**config.mk**
```make
export PLATFORM = sky130hd
export DESIGN_NAME = fifo_burst_reader
export DESIGN_NICKNAME = d
export VERILOG_FILES = /design/src/rtl/fifo_burst_reader.sv
export SDC_FILE = /design/constraint.sdc
export NUM_CORES = 1
export LEC_CHECK = 0
export CAP_MARGIN = 20
export CORE_MARGIN = 2
export CORE_UTILIZATION = 35
export CTS_BUF_LIST = sky130_fd_sc_hd__clkbuf_4 sky130_fd_sc_hd__clkbuf_8
export DETAILED_ROUTE_END_ITERATION = 10
export GPL_TIMING_DRIVEN = 0
export MAX_ROUTING_LAYER = met4
export PLACE_DENSITY = 0.75
export SLEW_MARGIN = 20
export SYNTH_ARGS = -nofsm -noshare
export SYNTH_HDL_FRONTEND = slang
export SYNTH_SLANG_ARGS = --single-unit
```
**constraint.sdc**
```tcl
create_clock -name clk -period 1.6 [get_ports clk]
set_input_delay 0.32 -clock clk [delete_from_list [all_inputs] [get_ports clk]]
set_output_delay 0.32 -clock clk [all_outputs]
set_load 0.05 [all_outputs]
```
**src/rtl/fifo_burst_reader.sv**
```systemverilog
// rtl/fifo_burst_reader.sv - byte FIFO read client packing BYTES bytes per stream word
//
// Purpose:
//   Drains a byte FIFO that has combinational read data. Each FIFO read
//   captures a byte into the next lane of the output word on the same edge
//   that pops it. A full word, or a partial word when flush is held and the
//   FIFO runs dry, is then presented on a valid/ready stream. The FIFO is
//   never read while empty or locked.
//
// Optional feature macro: FIFO_BURST_READER_STATS_EN
//   When defined, adds the stat_words and stat_bytes counter outputs.
//
// Parameters:
//   BYTES     bytes packed per output word (1..MAX_DATA)
//   MAX_DATA  depth of the attached FIFO; caps the burst start threshold
//
// Ports:
//   clk         clock, all state on the rising edge
//   rst         asynchronous reset, active-high
//   fifo_rdata  FIFO read data at the current read pointer (combinational)
//   fifo_empty  FIFO empty flag
//   fifo_count  FIFO occupancy
//   fifo_lock   FIFO lock; no reads are issued while high
//   fifo_ren    FIFO read enable, one byte popped per clk edge while high
//   flush       level; allows a partial word when fewer than BYTES remain
//   out_data    packed word, first byte read in lane 0 (bits 7:0)
//   out_keep    per-lane valid mask, contiguous from lane 0
//   out_valid   word available
//   out_ready   consumer accepts the word when out_valid && out_ready
//   stat_words  (STATS_EN) accepted word count, wraps at 16 bits
//   stat_bytes  (STATS_EN) FIFO byte read count, wraps at 16 bits

module fifo_burst_reader #(
  parameter int BYTES    = 4,
  parameter int MAX_DATA = 16
) (
  input  logic               clk,
  input  logic               rst,
  input  logic [7:0]         fifo_rdata,
  input  logic               fifo_empty,
  input  logic [4:0]         fifo_count,
  input  logic               fifo_lock,
  output logic               fifo_ren,
  input  logic               flush,
  output logic [8*BYTES-1:0] out_data,
  output logic [BYTES-1:0]   out_keep,
  output logic               out_valid,
  input  logic               out_ready
`ifdef FIFO_BURST_READER_STATS_EN
  ,
  output logic [15:0]        stat_words,
  output logic [15:0]        stat_bytes
`endif
);

  // idx counts up to BYTES after the last capture, hence the extra bit.
  localparam int IDX_W = $clog2(BYTES) + 1;

  // A burst can never need more bytes than the FIFO can hold.
  localparam int               THRESH       = (BYTES > MAX_DATA) ? MAX_DATA : BYTES;
  localparam logic [4:0]       BURST_THRESH = 5'(THRESH);
  localparam logic [IDX_W-1:0] LAST_IDX     = IDX_W'(BYTES - 1);

  typedef enum logic [1:0] {
    IDLE,
    FILL,
    HOLD
  } state_t;

  state_t           state;
  logic [IDX_W-1:0] idx;
  logic             start_word;
  logic             flush_partial;

  // Reading is only legal while filling and the FIFO can actually supply data.
  assign fifo_ren = (state == FILL) && !fifo_empty && !fifo_lock;

  // A full burst is available, or flush asks us to take whatever is there.
  assign start_word = (fifo_count >= BURST_THRESH) ||
                      (flush && (fifo_count != 5'd0));

  // Close a partial word only once the FIFO is dry; a lock freezes everything.
  assign flush_partial = fifo_empty && !fifo_lock && flush && (idx != '0);

  always_ff @(posedge clk or posedge rst) begin
    if (rst) begin
      state     <= IDLE;
      idx       <= '0;
      out_data  <= '0;
      out_keep  <= '0;
      out_valid <= 1'b0;
    end else begin
      case (state)
        IDLE: begin
          if (start_word) begin
            state    <= FILL;
            out_data <= '0;
            out_keep <= '0;
            idx      <= '0;
          end
        end

        FILL: begin
          if (fifo_ren) begin
            // Zero read latency: the byte under the read pointer lands in
            // its lane on the same edge that pops it.
            for (int i = 0; i < BYTES; i++) begin
              if (idx == IDX_W'(i)) begin
                out_data[8*i +: 8] <= fifo_rdata;
                out_keep[i]        <= 1'b1;
              end
            end
            idx <= idx + 1'b1;
            if (idx == LAST_IDX) begin
              state     <= HOLD;
              out_valid <= 1'b1;
            end
          end else if (flush_partial) begin
            state     <= HOLD;
            out_valid <= 1'b1;
          end
        end

        HOLD: begin
          // Word and mask stay frozen until the consumer takes them; the
          // return through IDLE leaves one bubble cycle between words.
          if (out_ready) begin
            state     <= IDLE;
            out_valid <= 1'b0;
          end
        end

        default: begin
          state     <= IDLE;
          out_valid <= 1'b0;
        end
      endcase
    end
  end

`ifdef FIFO_BURST_READER_STATS_EN
  always_ff @(posedge clk or posedge rst) begin
    if (rst) begin
      stat_words <= '0;
      stat_bytes <= '0;
    end else begin
      if (out_valid && out_ready) begin
        stat_words <= stat_words + 16'd1;
      end
      if (fifo_ren) begin
        stat_bytes <= stat_bytes + 16'd1;
      end
    end
  end
`endif

endmodule
```
# Yosys cells after proc, flatten, opt, wreduce, memory -nomap -nowiden
# Index checks and enable logic that the tools add are counted.
[word_totals]
ff_bits = 42
in_bits = 19
output_inout_bits = 38
elab_cells = 76
[classes]
add_sub_neg = 1
magnitude_cmp = 1
eq_ne = 14
muxes = 27
bitwise = 1
reduce_logical = 21
[op_table]
columns = ["cell", "n"]
rows = [
  ["2-to-1 mux 32 bit", 2],
  ["one-hot mux 32 bit (2 select lines)", 1],
  ["2-to-1 mux 8 bit", 4],
  ["AND reduction 4 bit", 6],
  ["2-to-1 mux 2 bit", 5],
  ["2-to-1 mux 4 bit", 2],
  ["!= test 2 x 1 -> 1 bit, second input constant", 4],
  ["one-hot mux 4 bit (2 select lines)", 1],
  ["2-to-1 mux 1 bit", 7],
  ["== test 3 x 2 -> 1 bit, second input constant", 2],
  ["logical AND 1 bit", 6],
  ["2-to-1 mux 3 bit", 2],
  ["!= test 2 bit, second input constant", 3],
  ["one-hot mux 2 bit (3 select lines)", 1],
  ["one-hot mux 3 bit (2 select lines)", 1],
  [">= comparator 5 x 3 -> 1 bit, second input constant", 1],
  ["nonzero test 5 bit", 1],
  ["adder 3 x 1 -> 3 bit, second input constant", 1],
  ["== test 3 x 1 -> 1 bit, second input constant", 1],
  ["zero test 3 bit", 1],
  ["!= test 3 x 2 -> 1 bit, second input constant", 1],
  ["!= test 3 bit, second input constant", 1],
  ["one-hot mux 1 bit (3 select lines)", 1],
  ["AND reduction 3 bit", 1],
  ["8 further kinds", 9],
]

# Longest topological paths before layout
# Gate-level depths: netlist of the first run.
[depth]
word_depth = 7
mapped_depth = 6
ltp_nobuf = 6

# Worst setup path before layout of the first run
# OpenSTA, ideal clock, no wires.
[synth_timing]
path_type = "register to register"
start = "register idx[0]"
end = "register state[1]"
setup_time_ps = 127
t_arrival_ps = 1297
required_time_ps = 1473
slack_ps = 176
stages_incl_launch_ff = 7
path_buffers = 0
period_less_slack_ps = 1424
cell_sequence = "dfrtp_1 -> ha_1 -> ha_1 -> and2b_2 -> a31o_2 -> nand2_1 -> o22ai_1"
[synth_between]
elab_chain_cells = 4
elab_cells_between_ends = 6
classes_between = "3 x eq/ne; 3 x reduce/logical"
[synth_rtl]
columns = ["element", "line_no", "text"]
rows = [
  ["from (decl)", "71", "logic [IDX_W-1:0] idx;"],
  ["from (signal assigned)", "113", "idx <= idx + 1'b1;"],
  ["nonzero test 3 bit", "83", "assign flush_partial = fifo_empty && !fifo_lock && flush && (idx != '0);"],
  ["logical AND 1 bit", "83", ""],
  ["!= test 3 bit (no line)", "n/a", ""],
  ["AND reduction 4 bit (no line) (*)", "n/a", ""],
  ["to (signal assigned)", "87", "state <= IDLE;"],
  ["to (signal assigned)", "96", "state <= FILL;"],
  ["to (signal assigned)", "115", "state <= HOLD;"],
  ["to (decl)", "70", "state_t state;"],
]
# Mark *: on every way between the ends. The rest lies on a longest branch, timed or not.
# A chain may end at the register's enable or synchronous reset.

# Worst setup path after layout of the first run
[layout_timing]
start = "register idx[0]"
end = "register out_data[15]"
[layout_between]
elab_chain_cells = 3
[layout_rtl]
columns = ["element", "line_no", "text"]
rows = [
  ["== test 3 x 1 -> 1 bit", "108", "if (idx == IDX_W'(i)) begin"],
  ["!= test 2 x 1 -> 1 bit (no line)", "n/a", ""],
  ["AND reduction 4 bit (no line)", "n/a", ""],
  ["to (signal, indexed assignment)", "109", "out_data[8*i +: 8] <= fifo_rdata;"],
  ["to (decl)", "45", "output logic [8*BYTES-1:0] out_data,"],
]
# Every way passes these cells.

==> results by group, run 1 <==
Layout
  – Fraction of final layout cells with drive strength greater than 1: 26.82%
  – Filler cell count: 476
  – Net count, final: 243
  – Layout Utilization: 53.82%
  – Layout overhead on the synthesized area: 48.39%
  – Inserted Diodes: 0

Global route
  – Remaining global-route overflow: 0
  – Via count of the first global-routing pass: 1536
  – Antenna violations before repair: 0
  – Global router's overall resource usage: 17.17%
  – Maximum number of pins on one net before global-route repair: 34
  – Wire length of the first global-routing pass: 7755 µm

Synth
  – Count of yosys warnings during synthesis: 0
  – Synthesized area per cell: 13.22 µm²
  – Unique masters post-synth: 33
  – Largest cells by area after synthesis: sky130_fd_sc_hd__dfrtp_1 (56%), sky130_fd_sc_hd__a32o_1 (13%), sky130_fd_sc_hd__a22o_1 (5.2%)
  – Syn nets: 165
  – Register area share after synthesis: 56.38%
  – Synth Cell Area: 1864 µm²
  – Synth top area share: 56.38%
  – Flops & latches, synth: 42
  – Cell type contributing the most total cell area after synthesis: sky130_fd_sc_hd__dfrtp_1
  – Cells after synthesis: 141

CTS
  – Master cell of the clock root buffer: sky130_fd_sc_hd__clkbuf_8
  – Clk Latency, worst-skew pair: 0.30 ns
  – CTS tree: yes
  – Cts bufs inserted: 5
  – Clock-pin slew reported for the worst setup and hold paths after clock tree synthesis: 0.08 ns
  – CTS H-Tree Depth: 2
  – Deepest clock path buffer count: 2
  – Number of clock sinks: 42
  – CTS Hold Buffers Added: 0

Floorplan
  – Die width: 76.99 µm
  – I/O pins: 57
  – Placeable Area: 5140 µm²
  – Effective utilization at floorplan: 36.27%
  – Std cell rows: 26
  – DIE AREA: 5927 µm²
  – Die boundary height: 76.99 µm

Worst hold path
  – Worst hold-check path type: primary input to asynchronous set/reset pin

Power and ir drop
  – Maximum vdd ir drop: 1.304 mV
  – Cell area power density: 2090 nW/µm²
  – Lkg Pwr: 1.349 nW

Setup path
  – Startpoint type of the worst setup path: flip-flop
  – Worst EP arrival: 1.76 ns
  – Startpoint-to-endpoint class of the critical path: flip-flop to flip-flop
  – Capturing element type of the critical path: flip-flop
  – Maximum fanout along the worst path: 6
  – Worst EP required: 1.79 ns

Routing
  – Count of antenna-violating nets left after detailed routing: 0
  – Via count: 1549
  – Average detailed-routed wire length per instance: 17.26 µm
  – Routed WL: 5005 µm
  – DRC viols: 0
  – DR vias/cell: 5.341
  – 1st-iter DRT viols: 90
  – Detailed-router iteration count before antenna repair: 4

Timing
  – Slew at the pin with the worst max-slew slack: 0.5150 ns
  – Max Clk Rate: 0.6407 GHz
  – Final worst-path cycle share: 97.56%
  – Final setup violation count: 0
  – Sum Neg Setup Slack: 0 ns
  – Final Skew: 0.004349 ns
  – Final critical-path required period: 1.561 ns
  – Final number of hold-violating endpoints: 0
  – Headroom to the max-slew limit: 65.80%
  – Slew Viols, Final: 0

Run status
  – Outcome: finished, final reports clean

Run
  – Max-Cap Viols: 0

Placed design
  – # port buffers: 56
  – Detailed placer's ending HPWL: 3295 µm
  – RePlAce Congestion: 0.7873
==> critical path: stages (launching register included) <==
cell                      delay [ns]
sky130_fd_sc_hd__dfrtp_2        0.46
sky130_fd_sc_hd__buf_6          0.13
sky130_fd_sc_hd__ha_1           0.20
sky130_fd_sc_hd__and3_4         0.15
sky130_fd_sc_hd__buf_6          0.12
sky130_fd_sc_hd__buf_4          0.15
sky130_fd_sc_hd__a32o_1         0.25
==> synth_stat cells <==
| master | n |
|---|---|
| sky130_fd_sc_hd__dfrtp_1 | 42 |
| sky130_fd_sc_hd__a32o_1 | 24 |
| sky130_fd_sc_hd__a22o_1 | 11 |
| sky130_fd_sc_hd__inv_1 | 7 |
| sky130_fd_sc_hd__o21ai_0 | 6 |
| sky130_fd_sc_hd__ha_1 | 5 |
| sky130_fd_sc_hd__nand2_1 | 4 |
| sky130_fd_sc_hd__and3_1 | 3 |
| sky130_fd_sc_hd__buf_4 | 3 |
| sky130_fd_sc_hd__buf_6 | 3 |
| sky130_fd_sc_hd__o21ai_4 | 3 |
| sky130_fd_sc_hd__o22a_1 | 3 |
| sky130_fd_sc_hd__buf_2 | 2 |
| sky130_fd_sc_hd__nand2b_1 | 2 |
| sky130_fd_sc_hd__nor2_1 | 2 |
| sky130_fd_sc_hd__nor2b_1 | 2 |
| sky130_fd_sc_hd__o21ai_2 | 2 |
| sky130_fd_sc_hd__o22ai_1 | 2 |
| sky130_fd_sc_hd__a21o_1 | 1 |
| sky130_fd_sc_hd__a21o_2 | 1 |
| sky130_fd_sc_hd__a21oi_1 | 1 |
| sky130_fd_sc_hd__a21oi_2 | 1 |
| sky130_fd_sc_hd__a31o_2 | 1 |
| sky130_fd_sc_hd__and2_2 | 1 |
| sky130_fd_sc_hd__and2b_2 | 1 |
| sky130_fd_sc_hd__nand3_1 | 1 |
| sky130_fd_sc_hd__nor2_2 | 1 |
| sky130_fd_sc_hd__nor3_1 | 1 |
| sky130_fd_sc_hd__nor3_2 | 1 |
| sky130_fd_sc_hd__o21ai_1 | 1 |
| sky130_fd_sc_hd__o22a_2 | 1 |
| sky130_fd_sc_hd__o31ai_2 | 1 |
| sky130_fd_sc_hd__or3_4 | 1 |
==> stage by stage <==
step / hold slack, ns / instance area, µm² / total power [mW] / std cells / setup WS [ns]
2_1_floorplan: 0.4600 / 1864 / 3.964 / 141 / 0.1759
3_3_place_gp: 0.4760 / 2512 / 5.022 / 267 / -0.8912
3_5_place_dp: 0.4798 / 2532 / 5.074 / 268 / -0.8898
4_1_cts: 0.2693 / 2599 / 5.530 / 277 / -0.04293
5_1_grt: 0.2913 / 2766 / 6.062 / 290 / -0.007800
6_report: 0.2578 / 2766 / 5.781 / 290 / 0.03912
==> layer usage <==
| metal | vias to the layer above | global-route usage, % | share of wire [%] |
|---|---|---|---|
| li1 | 704 | - | - |
| met2 | 55 | 27.72 | 49 |
| met3 | 5 | 4.353 | 7.0 |
| met5 | - | - | 0 |
| met4 | 0 | 3.750 | 0.80 |
| met1 | 785 | 22.02 | 43 |
==> state kept, by name, indices dropped and copies added (netlist names) <==
register / cells
idx: 3
out_data: 32
out_keep: 4
out_valid: 1
state: 2
==> report_power, final <==
part | switching [mW] | internal [mW] | total (mW)
clock | 0.385 | 0.307 | 0.692
sequential | 0.255 | 1.47 | 1.73
combinational | 2.21 | 1.16 | 3.36
total | 2.85 | 2.93 | 5.78
==> kinds of logic after synthesis <==
family	Yosys count	synth area share, %
flip-flops	42	56.38
adder cells (fa/ha/maj)	5	3.356
buffers and inverters	15	4.967
AND/OR/NAND/NOR	20	6.443
AO/OA/AOI/OAI	59	28.86
==> cell type report <==
cell class                      count  area (µm²)  share of cell area [%]
Sequential cell                    42        1054                   38.08
Timing Repair Buffer               71       645.6                   23.34
Multi-Input combinational cell     84       788.3                   28.49
Clock inverter                      3       18.77                  0.6784
Buffer                              8       77.57                   2.804
Inverter                            7       26.28                  0.9498
Clock buffer                        5       68.82                   2.488
Tap cell                           70       87.58                   3.166
==> cells in the final DEF, fill, tap and decap left out, drive strengths merged <==
cell	instances
inv	8
a32o	24
or3	1
nor2b	2
clkbuf	5
and2b	1
and2	1
dlygate4sd2	39
nor3	2
dfrtp	42
and3	3
a21o	2
o22ai	2
buf	24
clkinv	2
clkdlybuf4s50	16
o21ai	12
a22o	11
a31o	1
nor2	3
nand2b	2
o31ai	1
ha	5
a21oi	2
nand2	4
o22a	4
nand3	1
==> repair_timing <==
action,4_1_cts,5_1_grt
endpoints found under the hold margin,0,0
resized for setup,50,19
pin swaps,2,5
buffers inserted,1,13
endpoints found under the setup margin,71,31
==> path summary, 6_finish.rpt <==
| path | startpoint | to | slack [ns] | cells after the start |
|---|---|---|---|---|
| setup / recovery | idx[0]$_DFFE_PP0P_ | out_data[15]$_DFFE_PP0P_ | 0.04 | 6 |
| hold / removal | rst | out_data[13]$_DFFE_PP0P_ | 0.26 | 2 |
| setup reg to reg | idx[0]$_DFFE_PP0P_ | out_data[15]$_DFFE_PP0P_ | 0.04 | 6 |
| hold reg to reg | out_data[4]$_DFFE_PP0P_ | out_data[4]$_DFFE_PP0P_ | 0.49 | 1 |
| max in group asynchronous | rst | state[1]$_DFFE_PP0P_ | 0.89 | 3 |
| min in group clk | out_data[4]$_DFFE_PP0P_ | out_data[4]$_DFFE_PP0P_ | 0.49 | 1 |
Note: power is estimated with default switching activity, not from simulation.
==> run 2, diff against run 1 <==
--- a/config.mk
+++ b/config.mk
@@ -11,9 +11,9 @@
 export CTS_BUF_LIST = sky130_fd_sc_hd__clkbuf_4 sky130_fd_sc_hd__clkbuf_8
 export DETAILED_ROUTE_END_ITERATION = 10
 export GPL_TIMING_DRIVEN = 0
-export MAX_ROUTING_LAYER = met4
 export PLACE_DENSITY = 0.75
 export SLEW_MARGIN = 20
 export SYNTH_ARGS = -nofsm -noshare
 export SYNTH_HDL_FRONTEND = slang
 export SYNTH_SLANG_ARGS = --single-unit
+export TNS_END_PERCENT = 30
==> results by group, run 2 (synthesis results as in run 1) <==
Run status
  – Outcome: finished, final reports clean

Layout
  – Layout Utilization: 53.82% (unchanged)
  – Register with the highest flop count: out_data
  – Leading cell type in the layout, fill and taps excluded: sky130_fd_sc_hd__dfrtp_1
  – Largest registers: out_data (32), out_keep (4), idx (3)
  – Most frequent cells in the layout: sky130_fd_sc_hd__dfrtp_1 (40), sky130_fd_sc_hd__dlygate4sd2_1 (39), sky130_fd_sc_hd__a32o_1 (24)
  – Inserted Diodes: 0 (unchanged)
  – Number of flip-flops under the largest register name: 32 (unchanged)
  – Net count, final: 243 (unchanged)
  – FF+latch area: 1054 µm² (unchanged)
  – Multi-input logic area: 788.3 µm² (unchanged)
  – Non-filler instance count after layout: 290 (unchanged)
  – Fraction of final layout cells with drive strength greater than 1: 26.82% (unchanged)
  – Layout overhead on the synthesized area: 48.39% (unchanged)
  – Filler cell count: 476 (unchanged)

Timing
  – Final setup violation count: 0 (unchanged)
  – Final worst-path cycle share: 97.91% (+0.36 points)
  – Final Skew: 0.004157 ns (-0.0001921 ns)
  – Slew Viols, Final: 0 (unchanged)
  – Headroom to the max-slew limit: 65.81% (about the same)
  – Hold_ws: 0.2586 ns (+0.0007620 ns)
  – Final number of hold-violating endpoints: 0 (unchanged)
  – Slew at the pin with the worst max-slew slack: 0.5148 ns (-0.0001429 ns)
  – Max Clk Rate: 0.6383 GHz (-0.36%)
  – Final critical-path required period: 1.567 ns (+0.005696 ns)

Power and ir drop
  – Cell area power density: 2089 nW/µm² (about the same)
  – Relative contribution of combinational cells to total power: 58.2% (about the same)
  – Psw: 2.843 mW (-0.11%)
  – Sequential fraction of design power: 29.8% (about the same)
  – Switching fraction of total power: 49.21% (about the same)
  – Internal: 2.935 mW (about the same)
  – Maximum vdd ir drop: 1.313 mV (+0.65%)
  – Lkg Pwr: 1.349 nW (unchanged)
  – Part of the power in the clock network: 12.0% (about the same)

Placed design
  – Post-placement cell count: 268 (unchanged)
  – # port buffers: 56 (unchanged)
  – RePlAce Congestion: 0.7767 (-1.3%)
  – Detailed placer's ending HPWL: 3295 µm (unchanged)

Routing
  – Via count: 1534 (-0.97%)
  – DR vias/cell: 5.290 (-0.97%)
  – DRC viols: 0 (unchanged)
  – Detailed-router iteration count before antenna repair: 5 (+1)
  – 1st-iter DRT viols: 80 (-11%)
  – Average detailed-routed wire length per instance: 17.24 µm (about the same)
  – Routed WL: 5001 µm (about the same)
  – Count of antenna-violating nets left after detailed routing: 0 (unchanged)

Floorplan
  – Die boundary height: 76.99 µm (unchanged)
  – Die width: 76.99 µm (unchanged)
  – DIE AREA: 5927 µm² (unchanged)
  – Effective utilization at floorplan: 36.27% (unchanged)
  – Std cell rows: 26 (unchanged)
  – Placeable Area: 5140 µm² (unchanged)
  – I/O pins: 57 (unchanged)

Setup path
  – Destination of the worst register-to-register timing path: out_data[15]$_DFFE_PP0P_
  – Highest-delay cell along the critical path: sky130_fd_sc_hd__dfrtp_2
  – Most Frequent Cell on Critical Path: sky130_fd_sc_hd__buf_6
  – Sum of buffers and inverters on the critical path: 3 (unchanged)
  – R2R cell count: 6 (unchanged)
  – Startpoint-to-endpoint class of the critical path: flip-flop to flip-flop
  – Worst EP required: 1.79 ns (about the same)
  – R2r setup slk: 0.03 ns (about the same)
  – Startpoint type of the worst setup path: flip-flop
  – Worst EP arrival: 1.76 ns (about the same)
  – Capturing element type of the critical path: flip-flop
  – Stage delay of the slowest cell on the critical path: 0.46 ns (about the same)
  – Maximum fanout along the worst path: 6 (unchanged)
  – Top cell family by delay on the critical path: flip-flops
  – Critical path, cell by cell: buf_6 -> ha_1 -> and3_4 -> buf_6 -> buf_4 -> a32o_1
  – Startpoint of the worst-slack reg-to-reg timing path: idx[0]$_DFFE_PP0P_

Global route
  – Global router's overall resource usage: 16.70% (-0.47 points)
  – Layer with the highest usage: met2
  – Via count of the first global-routing pass: 1534 (-0.13%)
  – Met1 usage in global routing: 21.64% (-0.38 points)
  – Global routing usage on met3: 4.941% (+0.59 points)
  – Antenna violations before repair: 0 (unchanged)
  – Maximum number of pins on one net before global-route repair: 34 (unchanged)
  – Global-route track usage on met2: 27.72% (unchanged)
  – Remaining global-route overflow: 0 (unchanged)
  – Wire length of the first global-routing pass: 7755 µm (unchanged)

CTS
  – Clk Latency, worst-skew pair: 0.30 ns (about the same)
  – Deepest clock path buffer count: 2 (unchanged)
  – CTS H-Tree Depth: 2 (unchanged)
  – Clock-pin slew reported for the worst setup and hold paths after clock tree synthesis: 0.08 ns (about the same)
  – CTS tree: yes
  – CTS Hold Buffers Added: 0 (unchanged)
  – Number of clock sinks: 42 (unchanged)
  – Cts bufs inserted: 5 (unchanged)
  – Master cell of the clock root buffer: sky130_fd_sc_hd__clkbuf_8

Worst hold path
  – Worst hold-check path type: primary input to asynchronous set/reset pin

Run
  – Max-Cap Viols: 0 (unchanged)
## run 2: cell counts in the layout (fill, tap and decap cells not counted)
No cell type changed its count.
## run 2: what timing repair did
item	in CTS	in global routing
cloned	0	0
gates resized for setup	50	19
pin swaps	3	8
setup endpoints to repair	71	35
buffers inserted	0	14
## run 2: how the worst max path moves through the flow
| stage | start | to | slack [ns] | depth (start not counted) |
|---|---|---|---|---|
| 2_1_floorplan | idx[0]$_DFFE_PP0P_ | state[1]$_DFFE_PP0P_ | 0.18 | 6 |
| 6_report | idx[0]$_DFFE_PP0P_ | out_data[15]$_DFFE_PP0P_ | 0.03 | 6 |
| 3_5_place_dp | fifo_empty | fifo_ren | -0.89 | 4 |
| 5_1_grt | idx[0]$_DFFE_PP0P_ | out_data[9]$_DFFE_PP0P_ | -0.008 | 6 |
| 3_3_place_gp | fifo_empty | fifo_ren | -0.89 | 4 |
| 4_1_cts | state[0]$_DFFE_PP0P_ | fifo_ren | -0.04 | 4 |
## run 2: layer usage
layer	vias to the layer above	wire, µm
met5	-	0
met4	0	34
met3	5	296
met2	51	2444
met1	771	2225
li1	707	-
## run 2: power groups by stage
stage | clock [mW] | combinational, mW | sequential, mW
final | 0.693 | 3.36 | 1.72
after global routing | 0.747 | 3.54 | 1.78
after CTS | 0.700 | 3.10 | 1.72
after detailed placement | 0 | 3.33 | 1.75
after global placement | 0 | 3.28 | 1.74
after floorplan | 0 | 0.989 | 2.98
## run 2: stage by stage
step | cell area [µm²] | power (mW) | setup WS (ns) | setup TNS, ns
detailed placement | 2532 | 5.074 | -0.8898 | -15.38
finish | 2766 | 5.778 | 0.03342 | 0
floorplan | 1864 | 3.964 | 0.1759 | 0
global placement | 2512 | 5.022 | -0.8912 | -39.65
CTS | 2591 | 5.522 | -0.04293 | -0.04813
global route | 2766 | 6.065 | -0.007800 | -0.01859
## run 2: area by class of cell
class | count | share of cell area, %
well taps | 70 | 3.166
plain buffers | 8 | 2.804
clock buffers | 5 | 2.488
repair buffers | 71 | 23.34
clock inverters | 3 | 0.6784
multi-input cells | 84 | 28.49
flip-flops and latches | 42 | 38.08
inverters | 7 | 0.9498
